[config.mk]
export PLATFORM = sky130hd
export DESIGN_NAME = ldtu_gain_win_ctrl_flat
export DESIGN_NICKNAME = d
export VERILOG_FILES = /design/src/rtl/ldtu_gain_win_ctrl_pkg.sv /design/src/rtl/ldtu_gain_win_ctrl_if.sv /design/src/rtl/ldtu_sat_evt_cnt.sv /design/src/rtl/ldtu_gain_win_ctrl.sv /design/src/flat_wrapper.sv
export SDC_FILE = /design/constraint.sdc
export NUM_CORES = 1
export LEC_CHECK = 0
export ABC_CLOCK_PERIOD_IN_PS = 2060
export BUFFER_PORTS_ARGS = -buffer_cell sky130_fd_sc_hd__buf_2
export CAP_MARGIN = 30
export CORE_MARGIN = 2
export CORE_UTILIZATION = 49
export DETAILED_ROUTE_END_ITERATION = 16
export GPL_ROUTABILITY_DRIVEN = 0
export PLACE_DENSITY = 0.75
export SLEW_MARGIN = 20
export SYNTH_ARGS = -nofsm -noshare
export SYNTH_HDL_FRONTEND = slang
export SYNTH_HIERARCHICAL = 1
export SYNTH_SLANG_ARGS = --single-unit
[constraint.sdc]
create_clock -name CLK_ -period 2.06 [get_ports CLK_]
set_input_delay 0.206 -clock CLK_ [delete_from_list [all_inputs] [get_ports CLK_]]
set_output_delay 0.206 -clock CLK_ [all_outputs]
set_load 0.05 [all_outputs]
[src/rtl/ldtu_gain_win_ctrl_pkg.sv]
`default_nettype none
// ============================================================================
// Module      : ldtu_gain_win_ctrl_pkg
// Description : Shared LiTe-DTU constants for the gain-window controller:
//               FIFO pointer geometry, reference-sample offsets, window
//               lengths and GAIN_SEL_MODE encodings.
// Ports       : none (package)
// Revision    : 1.0 - initial release
// ============================================================================
package ldtu_gain_win_ctrl_pkg;

    // FIFO geometry: depth 8. The read pointer leads the write pointers by two slots.
    localparam int         C_PTR_W       = 3;
    localparam logic [2:0] C_RD_PTR_INIT = 3'b010;

    // Offset from the read pointer to the x10 reference sample
    localparam int C_REF_OFF_8  = 3;
    localparam int C_REF_OFF_16 = 5;

    // Window lengths in samples and the width of the window counter
    localparam int C_WIN_LEN_8  = 8;
    localparam int C_WIN_LEN_16 = 16;
    localparam int C_WCNT_W     = 4;

    // Default width of the saturation-event counter
    localparam int C_CNT_W = 16;

    typedef enum logic [1:0] {
        MODE_WIN8      = 2'b00,
        MODE_WIN16     = 2'b01,
        MODE_FORCE_G10 = 2'b10,
        MODE_FORCE_G1  = 2'b11
    } gain_mode_e;

    // The counter is loaded with W-1 so that it runs for W cycles before reaching 0
    function automatic logic [C_WCNT_W-1:0] win_reload(input logic [1:0] mode);
        return (mode == MODE_WIN16) ? C_WCNT_W'(C_WIN_LEN_16 - 1)
                                    : C_WCNT_W'(C_WIN_LEN_8 - 1);
    endfunction

endpackage
`default_nettype wire

[src/rtl/ldtu_gain_win_ctrl_if.sv]
`default_nettype none
// ============================================================================
// Module      : ldtu_gain_win_ctrl_if
// Description : Control/status bundle of the gain-window controller.
// Ports       : GAIN_SEL_MODE, sat_flag, clr_cnt   (master -> slave)
//               rd_ptr, ref_ptr, sel_g1, sat_events (slave -> master)
// Revision    : 1.0 - initial release
// ============================================================================
interface ldtu_gain_win_ctrl_if
    import ldtu_gain_win_ctrl_pkg::*;
#(
    parameter int PTR_W = C_PTR_W,
    parameter int CNT_W = C_CNT_W
) ();

    logic [1:0]       GAIN_SEL_MODE;
    logic             sat_flag;
    logic             clr_cnt;
    logic [PTR_W-1:0] rd_ptr;
    logic [PTR_W-1:0] ref_ptr;
    logic             sel_g1;
    logic [CNT_W-1:0] sat_events;

    modport master (
        output GAIN_SEL_MODE, sat_flag, clr_cnt,
        input  rd_ptr, ref_ptr, sel_g1, sat_events
    );

    modport slave (
        input  GAIN_SEL_MODE, sat_flag, clr_cnt,
        output rd_ptr, ref_ptr, sel_g1, sat_events
    );

endinterface
`default_nettype wire

[src/rtl/ldtu_sat_evt_cnt.sv]
`default_nettype none
// ============================================================================
// Module      : ldtu_sat_evt_cnt
// Description : Saturating event counter with a synchronous clear. When a
//               clear and an increment arrive together, the count restarts
//               at 1 so that the coincident event is not lost.
// Ports       : clk, rst_n (async active-low), clr, inc, cnt[CNT_W-1:0]
// Revision    : 1.0 - initial release
// ============================================================================
module ldtu_sat_evt_cnt #(
    parameter int CNT_W = 16
) (
    input  wire logic             clk,
    input  wire logic             rst_n,
    input  wire logic             clr,
    input  wire logic             inc,
    output logic      [CNT_W-1:0] cnt
);

    logic [CNT_W-1:0] r_cnt;

    always_ff @(posedge clk or negedge rst_n) begin
        if (!rst_n) begin
            r_cnt <= '0;
        end else if (clr) begin
            r_cnt <= inc ? CNT_W'(1) : '0;
        end else if (inc && (r_cnt != '1)) begin
            r_cnt <= r_cnt + CNT_W'(1);
        end
    end

    assign cnt = r_cnt;

endmodule
`default_nettype wire

[src/rtl/ldtu_gain_win_ctrl.sv]
`default_nettype none
// ============================================================================
// Module      : ldtu_gain_win_ctrl
// Description : LiTe-DTU gain-selection window controller. Generates the
//               free-running FIFO read pointer and the x10 reference pointer.
//               It opens a gain-x1 window of 8 or 16 samples on saturation,
//               and retriggers the window while saturation persists. Two
//               modes force the gain to x10 or to x1. Window openings are
//               counted.
// Ports       : CLK_          clock, rising edge
//               reset_        async active-low reset
//               bus (slave)   GAIN_SEL_MODE, sat_flag, clr_cnt in;
//                             rd_ptr, ref_ptr, sel_g1, sat_events out
// Revision    : 1.0 - initial release
// ============================================================================
module ldtu_gain_win_ctrl
    import ldtu_gain_win_ctrl_pkg::*;
#(
    parameter int               PTR_W       = C_PTR_W,
    parameter logic [PTR_W-1:0] RD_PTR_INIT = PTR_W'(C_RD_PTR_INIT),
    parameter int               REF_OFF_8   = C_REF_OFF_8,
    parameter int               REF_OFF_16  = C_REF_OFF_16,
    parameter int               CNT_W       = C_CNT_W
) (
    input  wire logic         CLK_,
    input  wire logic         reset_,
    ldtu_gain_win_ctrl_if.slave bus
);

    typedef enum logic [1:0] {
        ST_G10       = 2'b00,
        ST_WIN       = 2'b01,
        ST_FORCE_G10 = 2'b10,
        ST_FORCE_G1  = 2'b11
    } state_e;

    state_e              r_state;
    state_e              w_state_nxt;
    logic [1:0]          r_mode_q;
    logic [1:0]          r_mode_prev;
    logic [PTR_W-1:0]    r_rd_ptr;
    logic [PTR_W-1:0]    w_ref_off;
    logic [C_WCNT_W-1:0] r_wcnt;
    logic [C_WCNT_W-1:0] w_wcnt_nxt;
    logic                w_mode_chg;
    logic                w_open;

    // The mode is registered once (r_mode_q), and all decisions use that copy.
    // r_mode_prev holds the copy from the cycle before, so that a mode change
    // can be detected and the current window aborted.
    always_ff @(posedge CLK_ or negedge reset_) begin
        if (!reset_) begin
            r_mode_q    <= MODE_WIN8;
            r_mode_prev <= MODE_WIN8;
            r_rd_ptr    <= RD_PTR_INIT;
            r_state     <= ST_G10;
            r_wcnt      <= '0;
        end else begin
            r_mode_q    <= bus.GAIN_SEL_MODE;
            r_mode_prev <= r_mode_q;
            r_rd_ptr    <= r_rd_ptr + PTR_W'(1);
            r_state     <= w_state_nxt;
            r_wcnt      <= w_wcnt_nxt;
        end
    end

    assign w_mode_chg = (r_mode_q != r_mode_prev);

    always_comb begin
        w_state_nxt = r_state;
        w_wcnt_nxt  = r_wcnt;
        w_open      = 1'b0;
        if (w_mode_chg) begin
            // A mode change takes priority. sat_flag is ignored in this cycle.
            w_wcnt_nxt = '0;
            case (r_mode_q)
                MODE_FORCE_G10: w_state_nxt = ST_FORCE_G10;
                MODE_FORCE_G1:  w_state_nxt = ST_FORCE_G1;
                default:        w_state_nxt = ST_G10;
            endcase
        end else begin
            case (r_state)
                ST_G10: begin
                    if (!r_mode_q[1] && bus.sat_flag) begin
                        w_state_nxt = ST_WIN;
                        w_wcnt_nxt  = win_reload(r_mode_q);
                        w_open      = 1'b1;
                    end
                end
                ST_WIN: begin
                    if (bus.sat_flag) begin
                        w_wcnt_nxt = win_reload(r_mode_q);
                    end else if (r_wcnt == '0) begin
                        w_state_nxt = ST_G10;
                    end else begin
                        w_wcnt_nxt = r_wcnt - C_WCNT_W'(1);
                    end
                end
                default: begin
                    // Forced states ignore sat_flag and hold until the mode changes
                end
            endcase
        end
    end

    assign w_ref_off    = (r_mode_q == MODE_WIN16) ? PTR_W'(REF_OFF_16) : PTR_W'(REF_OFF_8);
    assign bus.rd_ptr   = r_rd_ptr;
    assign bus.ref_ptr  = r_rd_ptr + w_ref_off;
    assign bus.sel_g1   = (r_state == ST_WIN) || (r_state == ST_FORCE_G1);

    ldtu_sat_evt_cnt #(
        .CNT_W (CNT_W)
    ) u_sat_evt_cnt (
        .clk   (CLK_),
        .rst_n (reset_),
        .clr   (bus.clr_cnt),
        .inc   (w_open),
        .cnt   (bus.sat_events)
    );

endmodule
`default_nettype wire

[src/flat_wrapper.sv]
// flat-port wrapper written by rule: the top's interface ports become plain ports
module ldtu_gain_win_ctrl_flat import ldtu_gain_win_ctrl_pkg::*;
#(
    parameter int               PTR_W       = C_PTR_W,
    parameter logic [PTR_W-1:0] RD_PTR_INIT = PTR_W'(C_RD_PTR_INIT),
    parameter int               REF_OFF_8   = C_REF_OFF_8,
    parameter int               REF_OFF_16  = C_REF_OFF_16,
    parameter int               CNT_W       = C_CNT_W
)
  (CLK_, reset_, bus_GAIN_SEL_MODE, bus_sat_flag, bus_clr_cnt, bus_rd_ptr, bus_ref_ptr, bus_sel_g1, bus_sat_events);
  ldtu_gain_win_ctrl_if #(.PTR_W(PTR_W), .CNT_W(CNT_W)) bus_i ();
  input  wire logic CLK_;
  input  wire logic reset_;
  input wire logic [$bits(bus_i.GAIN_SEL_MODE)-1:0] bus_GAIN_SEL_MODE;
  input wire logic [$bits(bus_i.sat_flag)-1:0] bus_sat_flag;
  input wire logic [$bits(bus_i.clr_cnt)-1:0] bus_clr_cnt;
  output wire logic [$bits(bus_i.rd_ptr)-1:0] bus_rd_ptr;
  output wire logic [$bits(bus_i.ref_ptr)-1:0] bus_ref_ptr;
  output wire logic [$bits(bus_i.sel_g1)-1:0] bus_sel_g1;
  output wire logic [$bits(bus_i.sat_events)-1:0] bus_sat_events;
  assign bus_i.GAIN_SEL_MODE = bus_GAIN_SEL_MODE;
  assign bus_i.sat_flag = bus_sat_flag;
  assign bus_i.clr_cnt = bus_clr_cnt;
  assign bus_rd_ptr = bus_i.rd_ptr;
  assign bus_ref_ptr = bus_i.ref_ptr;
  assign bus_sel_g1 = bus_i.sel_g1;
  assign bus_sat_events = bus_i.sat_events;
  ldtu_gain_win_ctrl #(.PTR_W(PTR_W), .RD_PTR_INIT(RD_PTR_INIT), .REF_OFF_8(REF_OFF_8), .REF_OFF_16(REF_OFF_16), .CNT_W(CNT_W)) u_core (.CLK_(CLK_), .reset_(reset_), .bus(bus_i));
endmodule
==> impl_metrics.ini, run 1 <==
[run_status]
failed_checks = negative setup slack
outcome = complete, but fails checks

[clock_network]
cts_sinks = 29
ctsHtreeMaxLevel = 2
cts.reportedPaths.clkPinSlew_ns = 0.09
tritoncts_clock_tree = done
cts_made_buffers = 5
insertion_delay_ns = 0.33
clock_tree_root_driver_cell = sky130_fd_sc_hd__clkbuf_4
clockBufferDepth = 2

[die]
fp.dieH_um = 61.6
design.portCount = 29
die_w_um = 61.6
initial_core_util_pct = 52.4
die_area_um2 = 3800
core_area_um2 = 3100
core.rowCount = 20

[drt]
drt_drc_violations_left = 0
routed-via-count = 1426
avgViaCountPerCell = 5.73
detailedRoute.firstPassIterationCount = 4
wl_um = 3940
ant_nets = 0
drt_first_iter_violations = 62
route.detailed.wl_per_inst_um = 15.8

[global_route]
vias_in_the_first_global_route = 1318
maximum_number_of_pins_on_one_net_before_global_route_repair = 30
grt_use_met3_pct = 5.88
groute.usage.overall_pct = 22.6
globalRoute.busiestLayer = met2
grt.met1_usage_pct = 29.0
grt_pass1_wl_um = 6090
m2_gr_usage_pct = 36.1
grt_antenna_before_repair = 0
grt.overflow.total = 0

[worst_setup_path]
startpoint_type = flop
timing.critical_path.cells = buf_4 > xnor2_4 > nand2_2 > and4b_2 > nand3_2 > or2_4 > or4_1 > a21oi_1
timing.critical_path.fanout_max = 7
arrival_ns = 2.43
cpMaxStageDelayCell = sky130_fd_sc_hd__or4_1
critPathKind = flop to flop
cpPeakStageDelay_ns = 0.44
worst-endpoint-required_ns = 2.32
rrSetupSlack_ns = -0.10
crit_path_end_kind = flop

[synthesis]
synth.avg_cell_area_um2 = 10.2
distinct_cells_synth = 55
synth_top_family_by_area = simple AND/OR/NAND/NOR gates
seq_area_frac_synth_pct = 44.7
number_of_enable_type_register_cells_in_the_synthesized_netlist = 0
syn_nets = 170
post_synthesis_share_of_cell_area_spent_on_and_or_nand_and_nor_gates_pct = 26.2
synth.ff_latch_count = 29
post_synthesis_adder_cell_area_fraction_pct = 3.54
syn_inst = 160
ys.warnings.count = 6
postSynth.topFlopCell = sky130_fd_sc_hd__dfrtp_1
synth_xor_area_share_pct = 2.69
muxShareOfSynthArea_pct = 4.69
synth_async_sr_flop_share_pct = 100
synth-compound-area-share_pct = 13.7
post_synth_instance_area_um2 = 1630

[power_and_ir_drop]
seq_power_share_pct = 47.4
netsw_mw = 0.315
power.combinational.fraction_pct = 13.7
power.density_cell_area_nw_per_um2 = 586
clock_power_share_pct = 38.9
power.ir.vdd_worst_uv = 418
p_int_mw = 0.945
sw_frac_of_total_pct = 25.0
cellLeakagePower_nw = 0.926

[finish]
filler_cell_count = 244
areaGrowthSynthToFinish_pct = 32.2
drive_gt1_share_pct = 40.5
finish.utilization_pct = 69.3
final_cell_area_um2 = 2150
num_antenna_cells = 0
num-nets-final = 214

[timing]
post-route-period-util_pct = 105
finalCriticalPeriod_ns = 2.16
worst_clock_skew_ns = 0.00979
finalHoldViolations = 0
slew_viols_final = 0
grt_setup_unrepaired = yes
timing_worst_slew_pin_value_ns = 0.632
fmax_mhz = 463
slew_headroom_pct = 57.5
setup_ws_ns = -0.102
setup_viol = 3

[placed_design]
postPlaceCellArea_um2 = 1910
port-buffer-count = 28
dp_hpwl_um = 2640

[worst_hold_path]
hold_removal_path_class = input port to flop

[flow_run]
max_cap_violations = 0
[per-stage QoR]
stage | setup TNS [ns] | hold slack [ns] | total power, mW | cells | setup WS (ns)
2_1_floorplan | -0.0973 | -0.0896 | 0.707 | 160 | -0.0527
3_3_place_gp | 0 | 0.261 | 0.750 | 234 | 0.0772
3_5_place_dp | 0 | 0.271 | 0.756 | 234 | 0.0103
4_1_cts | -0.0541 | 0.271 | 1.26 | 248 | -0.0309
5_1_grt | -0.716 | 0.287 | 1.32 | 249 | -0.152
6_report | -0.178 | 0.263 | 1.26 | 249 | -0.102
[worst paths after layout]
kind | start | endpoint | cells after the start
worst min-delay path | bus_clr_cnt | u_core/u_sat_evt_cnt/cnt[5] | 2
worst max-delay path | u_core/r_mode_q[1] | u_core/u_sat_evt_cnt/cnt[11] | 8
worst max register to register | u_core/r_mode_q[1] | u_core/u_sat_evt_cnt/cnt[11] | 8
min in group asynchronous | reset_ | u_core/r_wcnt[2] | 2
worst min register to register | u_core/r_mode_q[1] | u_core/r_mode_prev[1] | 0
max in group asynchronous | reset_ | u_core/u_sat_evt_cnt/cnt[1] | 2
[cell usage after synthesis, types with 4 or more instances]
cell	number	area, um^2
sky130_fd_sc_hd__inv_1	12	45.0
sky130_fd_sc_hd__dfrtp_1	28	701
sky130_fd_sc_hd__xnor2_1	4	35.0
sky130_fd_sc_hd__nor3_1	7	35.0
sky130_fd_sc_hd__a21oi_1	7	35.0
sky130_fd_sc_hd__nand3_1	6	30.0
sky130_fd_sc_hd__nand2_1	6	22.5
sky130_fd_sc_hd__nand4_1	4	25.0
sky130_fd_sc_hd__nor2_1	16	60.1
[what timing repair did]
action	4_1_cts	5_1_grt
pin swaps	0	2
endpoints found under the hold margin	30	0
resized for setup	8	11
hold buffers	3	0
setup buffers	3	1
setup endpoints to repair	3	10
[routing by layer]
layer	vias up	routed length [um]
met4	0	119
met5	-	0
met1	695	1620
met2	35	2050
met3	11	155
li1	685	-
[power by group through the flow]
stage | registers [mW] | clock network, mW | logic (mW)
after global routing | 0.600 | 0.530 | 0.188
after floorplan | 0.614 | 0 | 0.0936
after global placement | 0.608 | 0 | 0.142
final | 0.598 | 0.490 | 0.172
after CTS | 0.596 | 0.501 | 0.164
after detailed placement | 0.609 | 0 | 0.147
[placed cells by master, fill, tap and decap left out, types with 2 or more instances in the layout]
cell type	count
sky130_fd_sc_hd__a311oi_1	2
sky130_fd_sc_hd__nor4_2	3
sky130_fd_sc_hd__o21ai_0	2
sky130_fd_sc_hd__dfrtp_2	3
sky130_fd_sc_hd__o41ai_2	2
sky130_fd_sc_hd__or4_1	3
sky130_fd_sc_hd__a21oi_1	6
sky130_fd_sc_hd__buf_4	12
sky130_fd_sc_hd__nor2_1	15
sky130_fd_sc_hd__a211oi_1	2
sky130_fd_sc_hd__mux2_1	2
sky130_fd_sc_hd__dlygate4sd3_1	3
sky130_fd_sc_hd__a21oi_2	2
sky130_fd_sc_hd__nand2b_1	3
sky130_fd_sc_hd__clkbuf_4	5
sky130_fd_sc_hd__ha_1	3
sky130_fd_sc_hd__nand4_1	4
sky130_fd_sc_hd__nor2b_1	3
sky130_fd_sc_hd__buf_2	27
sky130_fd_sc_hd__xnor2_4	4
sky130_fd_sc_hd__and3_1	2
sky130_fd_sc_hd__nor3_1	7
sky130_fd_sc_hd__or4b_1	2
sky130_fd_sc_hd__mux2i_1	2
sky130_fd_sc_hd__nand3_1	5
sky130_fd_sc_hd__nand2_1	6
sky130_fd_sc_hd__dfrtp_1	25
sky130_fd_sc_hd__inv_1	10
sky130_fd_sc_hd__mux2_2	3
[kinds of logic (layout without fill, tap and decap cells)]
logic type,Yosys count,in the layout
AND/OR/NAND/NOR,68,68
AO/OA/AOI/OAI,29,29
flip-flops,29,29
buffers and inverters,18,63
multiplexers,7,7
XOR/XNOR,5,5
adder cells (fa/ha/maj),4,4
[cell type report]
| cell class | count | area [um^2] | area share [%] |
|---|---|---|---|
| multi-input cells | 113 | 963 | 44.8 |
| clock inverters | 1 | 30.0 | 1.40 |
| well taps | 44 | 55.1 | 2.56 |
| inverters | 12 | 48.8 | 2.27 |
| flip-flops and latches | 29 | 731 | 34.0 |
| repair buffers | 43 | 267 | 12.4 |
| clock buffers | 7 | 55.1 | 2.56 |
[worst max-delay path: cells and delay by family (launching register included)]
kind	cells	cell delay, ns
XOR/XNOR	1	0.17
AO/OA/AOI/OAI	1	0.14
flip-flops	1	0.40
buffers and inverters	1	0.16
AND/OR/NAND/NOR	5	1.21
[sequential cells by signal, summed over array words and instances (netlist names)]
register and count:
u_core/bus.rd_ptr 3, u_core/r_wcnt 4, u_core/r_mode_prev 2, u_core/r_mode_q 2, u_core/r_state 2, u_core/u_sat_evt_cnt/cnt 16
Note: power is estimated with default switching activity, not from simulation.
==> run 2: changes to the inputs <==
- CORE_UTILIZATION: 49 -> 35
- PLACE_DENSITY: 0.75 -> 0.57
==> run 2 against run 1 <==
Compared with the run above: sequential share of layout area grew 1.3 points; the flow now finishes without violations; sequential cell count is the same; largest cell class unchanged; cell area shrank 3.6%; non-clock buffer count shrank 5.
==> impl_metrics.ini, run 2 (same netlist as run 1, synthesis figures left out) <==
[clock_network]
clock_tree_root_driver_cell = sky130_fd_sc_hd__clkbuf_8
tritoncts_clock_tree = done
insertion_delay_ns = 0.27
ctsHtreeMaxLevel = 2
cts_made_buffers = 5
cts_sinks = 29
clockBufferDepth = 2
cts.reportedPaths.clkPinSlew_ns = 0.06

[worst_hold_path]
hold_removal_path_class = input port to flop
min_from = bus_GAIN_SEL_MODE[1]

[global_route]
vias_in_the_first_global_route = 1509
grt_pass1_wl_um = 6690
groute.usage.overall_pct = 16.1
grt_antenna_before_repair = 0
maximum_number_of_pins_on_one_net_before_global_route_repair = 30
grt.overflow.total = 0

[drt]
wl_um = 3810
routed-via-count = 1380
drt_first_iter_violations = 40
detailedRoute.firstPassIterationCount = 4
ant_nets = 0
route.detailed.wl_per_inst_um = 15.1
drt_drc_violations_left = 0
avgViaCountPerCell = 5.48

[worst_setup_path]
worst-endpoint-required_ns = 2.21
crit_path_end_kind = flop
startpoint_type = flop
worst_reg2reg_path_startpoint = u_core/r_mode_prev[0]
cpPeakStageDelay_ns = 0.41
timing.critical_path.cells = xnor2_2 > nand2_2 > and4b_2 > nand3_2 > or2_4 > o41ai_1 > a21oi_2
crit_start = u_core/r_mode_prev[0]
critPathKind = flop to flop
buffers_and_inverters_on_the_worst_path = 0
timing.critical_path.fanout_max = 7
cpMaxStageDelayCell = sky130_fd_sc_hd__o41ai_1
arrival_ns = 2.16
path_delay_family = simple AND/OR/NAND/NOR gates

[power_and_ir_drop]
power.combinational.fraction_pct = 12.2
seq_power_share_pct = 47.0
cellLeakagePower_nw = 0.906
power.density_cell_area_nw_per_um2 = 613
power.ir.vdd_worst_uv = 353
sw_frac_of_total_pct = 25.5
p_int_mw = 0.947
netsw_mw = 0.325
clock_power_share_pct = 40.8

[placed_design]
dp_hpwl_um = 2710
postPlaceCellArea_um2 = 1920
port-buffer-count = 28

[finish]
drive_gt1_share_pct = 38.0
areaGrowthSynthToFinish_pct = 27.5
final_cell_area_um2 = 2070
mostFrequentLayoutCell = sky130_fd_sc_hd__buf_2
filler_cell_count = 427
finish.utilization_pct = 47.0
layout.cells.most_common_list = sky130_fd_sc_hd__buf_2 (27), sky130_fd_sc_hd__dfrtp_1 (25), sky130_fd_sc_hd__nor2_1 (16), sky130_fd_sc_hd__inv_1 (10), sky130_fd_sc_hd__buf_4 (9)
num-nets-final = 209
largest_reg_flops = 16
num_antenna_cells = 0

[timing]
slew_headroom_pct = 55.7
finalCriticalPeriod_ns = 2.02
timing_worst_slew_pin_value_ns = 0.665
worst_clock_skew_ns = 0.00193
slew_viols_final = 0
setup_viol = 0
post-route-period-util_pct = 97.9
worst_hold_slack_ns = 0.0408
finalHoldViolations = 0
fmax_mhz = 496
grt_setup_unrepaired = yes

[die]
fp.dieH_um = 72.2
core.rowCount = 24
die_area_um2 = 5210
design.portCount = 29
initial_core_util_pct = 36.8
die_w_um = 72.2
core_area_um2 = 4410

[flow_run]
max_cap_violations = 0

[run_status]
outcome = completed
-- run 2: cell types whose count changed in the layout (fill, tap and decap cells not counted), moves of 2 or more --
cell | before | now
sky130_fd_sc_hd__o41ai_1 | 1 | 3
sky130_fd_sc_hd__clkbuf_8 | 1 | 7
sky130_fd_sc_hd__dlygate4sd3_1 | 3 | 1
sky130_fd_sc_hd__o41ai_2 | 2 | 0
sky130_fd_sc_hd__buf_4 | 12 | 9
sky130_fd_sc_hd__clkbuf_4 | 5 | 0
sky130_fd_sc_hd__xnor2_4 | 4 | 2
sky130_fd_sc_hd__xnor2_2 | 0 | 2
-- run 2: what timing repair did --
action	4_1_cts	5_1_grt
pin swaps	3	1
hold endpoints to repair	28	0
gates resized for setup	5	6
gates cloned	0	0
hold buffers	1	0
endpoints found under the setup margin	2	6
setup buffers	1	0
-- run 2: power by group through the flow --
stage / combinational (mW) / sequential, mW / clock, mW
finish: 0.155 / 0.598 / 0.519
global route: 0.170 / 0.600 / 0.568
CTS: 0.158 / 0.598 / 0.537
detailed placement: 0.149 / 0.608 / 0
global placement: 0.145 / 0.608 / 0
floorplan: 0.0936 / 0.614 / 0
-- run 2: worst paths after layout --
kind / to / slack [ns] / depth (start not counted)
min: u_core/r_mode_q[1] / 0.04 / 1
max in group asynchronous: u_core/bus.rd_ptr[0] / 1.09 / 2
min in group asynchronous: u_core/r_wcnt[2] / 0.50 / 2
max: u_core/u_sat_evt_cnt/cnt[11] / 0.04 / 7
min reg2reg: u_core/u_sat_evt_cnt/cnt[7] / 0.54 / 1
max reg2reg: u_core/u_sat_evt_cnt/cnt[11] / 0.04 / 7
-- run 2: area by class of cell --
type                            instances  area (um^2)  area share [%]
Multi-Input combinational cell        113          903            43.6
Clock buffer                            7         96.3            4.65
Clock inverter                          1         5.00           0.241
Tap cell                               52         65.1            3.14
Timing Repair Buffer                   38          224            10.8
Inverter                               12         48.8            2.35
Sequential cell                        29          731            35.2
-- run 2: metal layers --
layer | GRT usage (%) | vias up | wire length, um
met2 | 28.5 | 27 | 1990
met5 | 0 | - | 0
li1 | - | 663 | -
met1 | 18.4 | 684 | 1660
met4 | 6.92 | 0 | 44
met3 | 3.75 | 6 | 109
-- run 2: worst register-to-register path, cell delays in order, from the launching register on --
cell                      delay (ns)
sky130_fd_sc_hd__dfrtp_1        0.40
sky130_fd_sc_hd__xnor2_2        0.20
sky130_fd_sc_hd__nand2_2        0.07
sky130_fd_sc_hd__and4b_2        0.32
sky130_fd_sc_hd__nand3_2        0.11
sky130_fd_sc_hd__or2_4          0.27
sky130_fd_sc_hd__o41ai_1        0.41
sky130_fd_sc_hd__a21oi_2        0.10
-- run 2: through the flow --
| step | total power [mW] | instances | worst slack [ns] | setup TNS [ns] |
|---|---|---|---|---|
| floorplan | 0.707 | 160 | -0.0527 | -0.0973 |
| global placement | 0.752 | 242 | 0.0762 | 0 |
| detailed placement | 0.757 | 242 | -0.0195 | -0.0195 |
| CTS | 1.29 | 252 | 0.0146 | 0 |
| global route | 1.34 | 252 | -0.0485 | -0.111 |
| finish | 1.27 | 252 | 0.0436 | 0 |
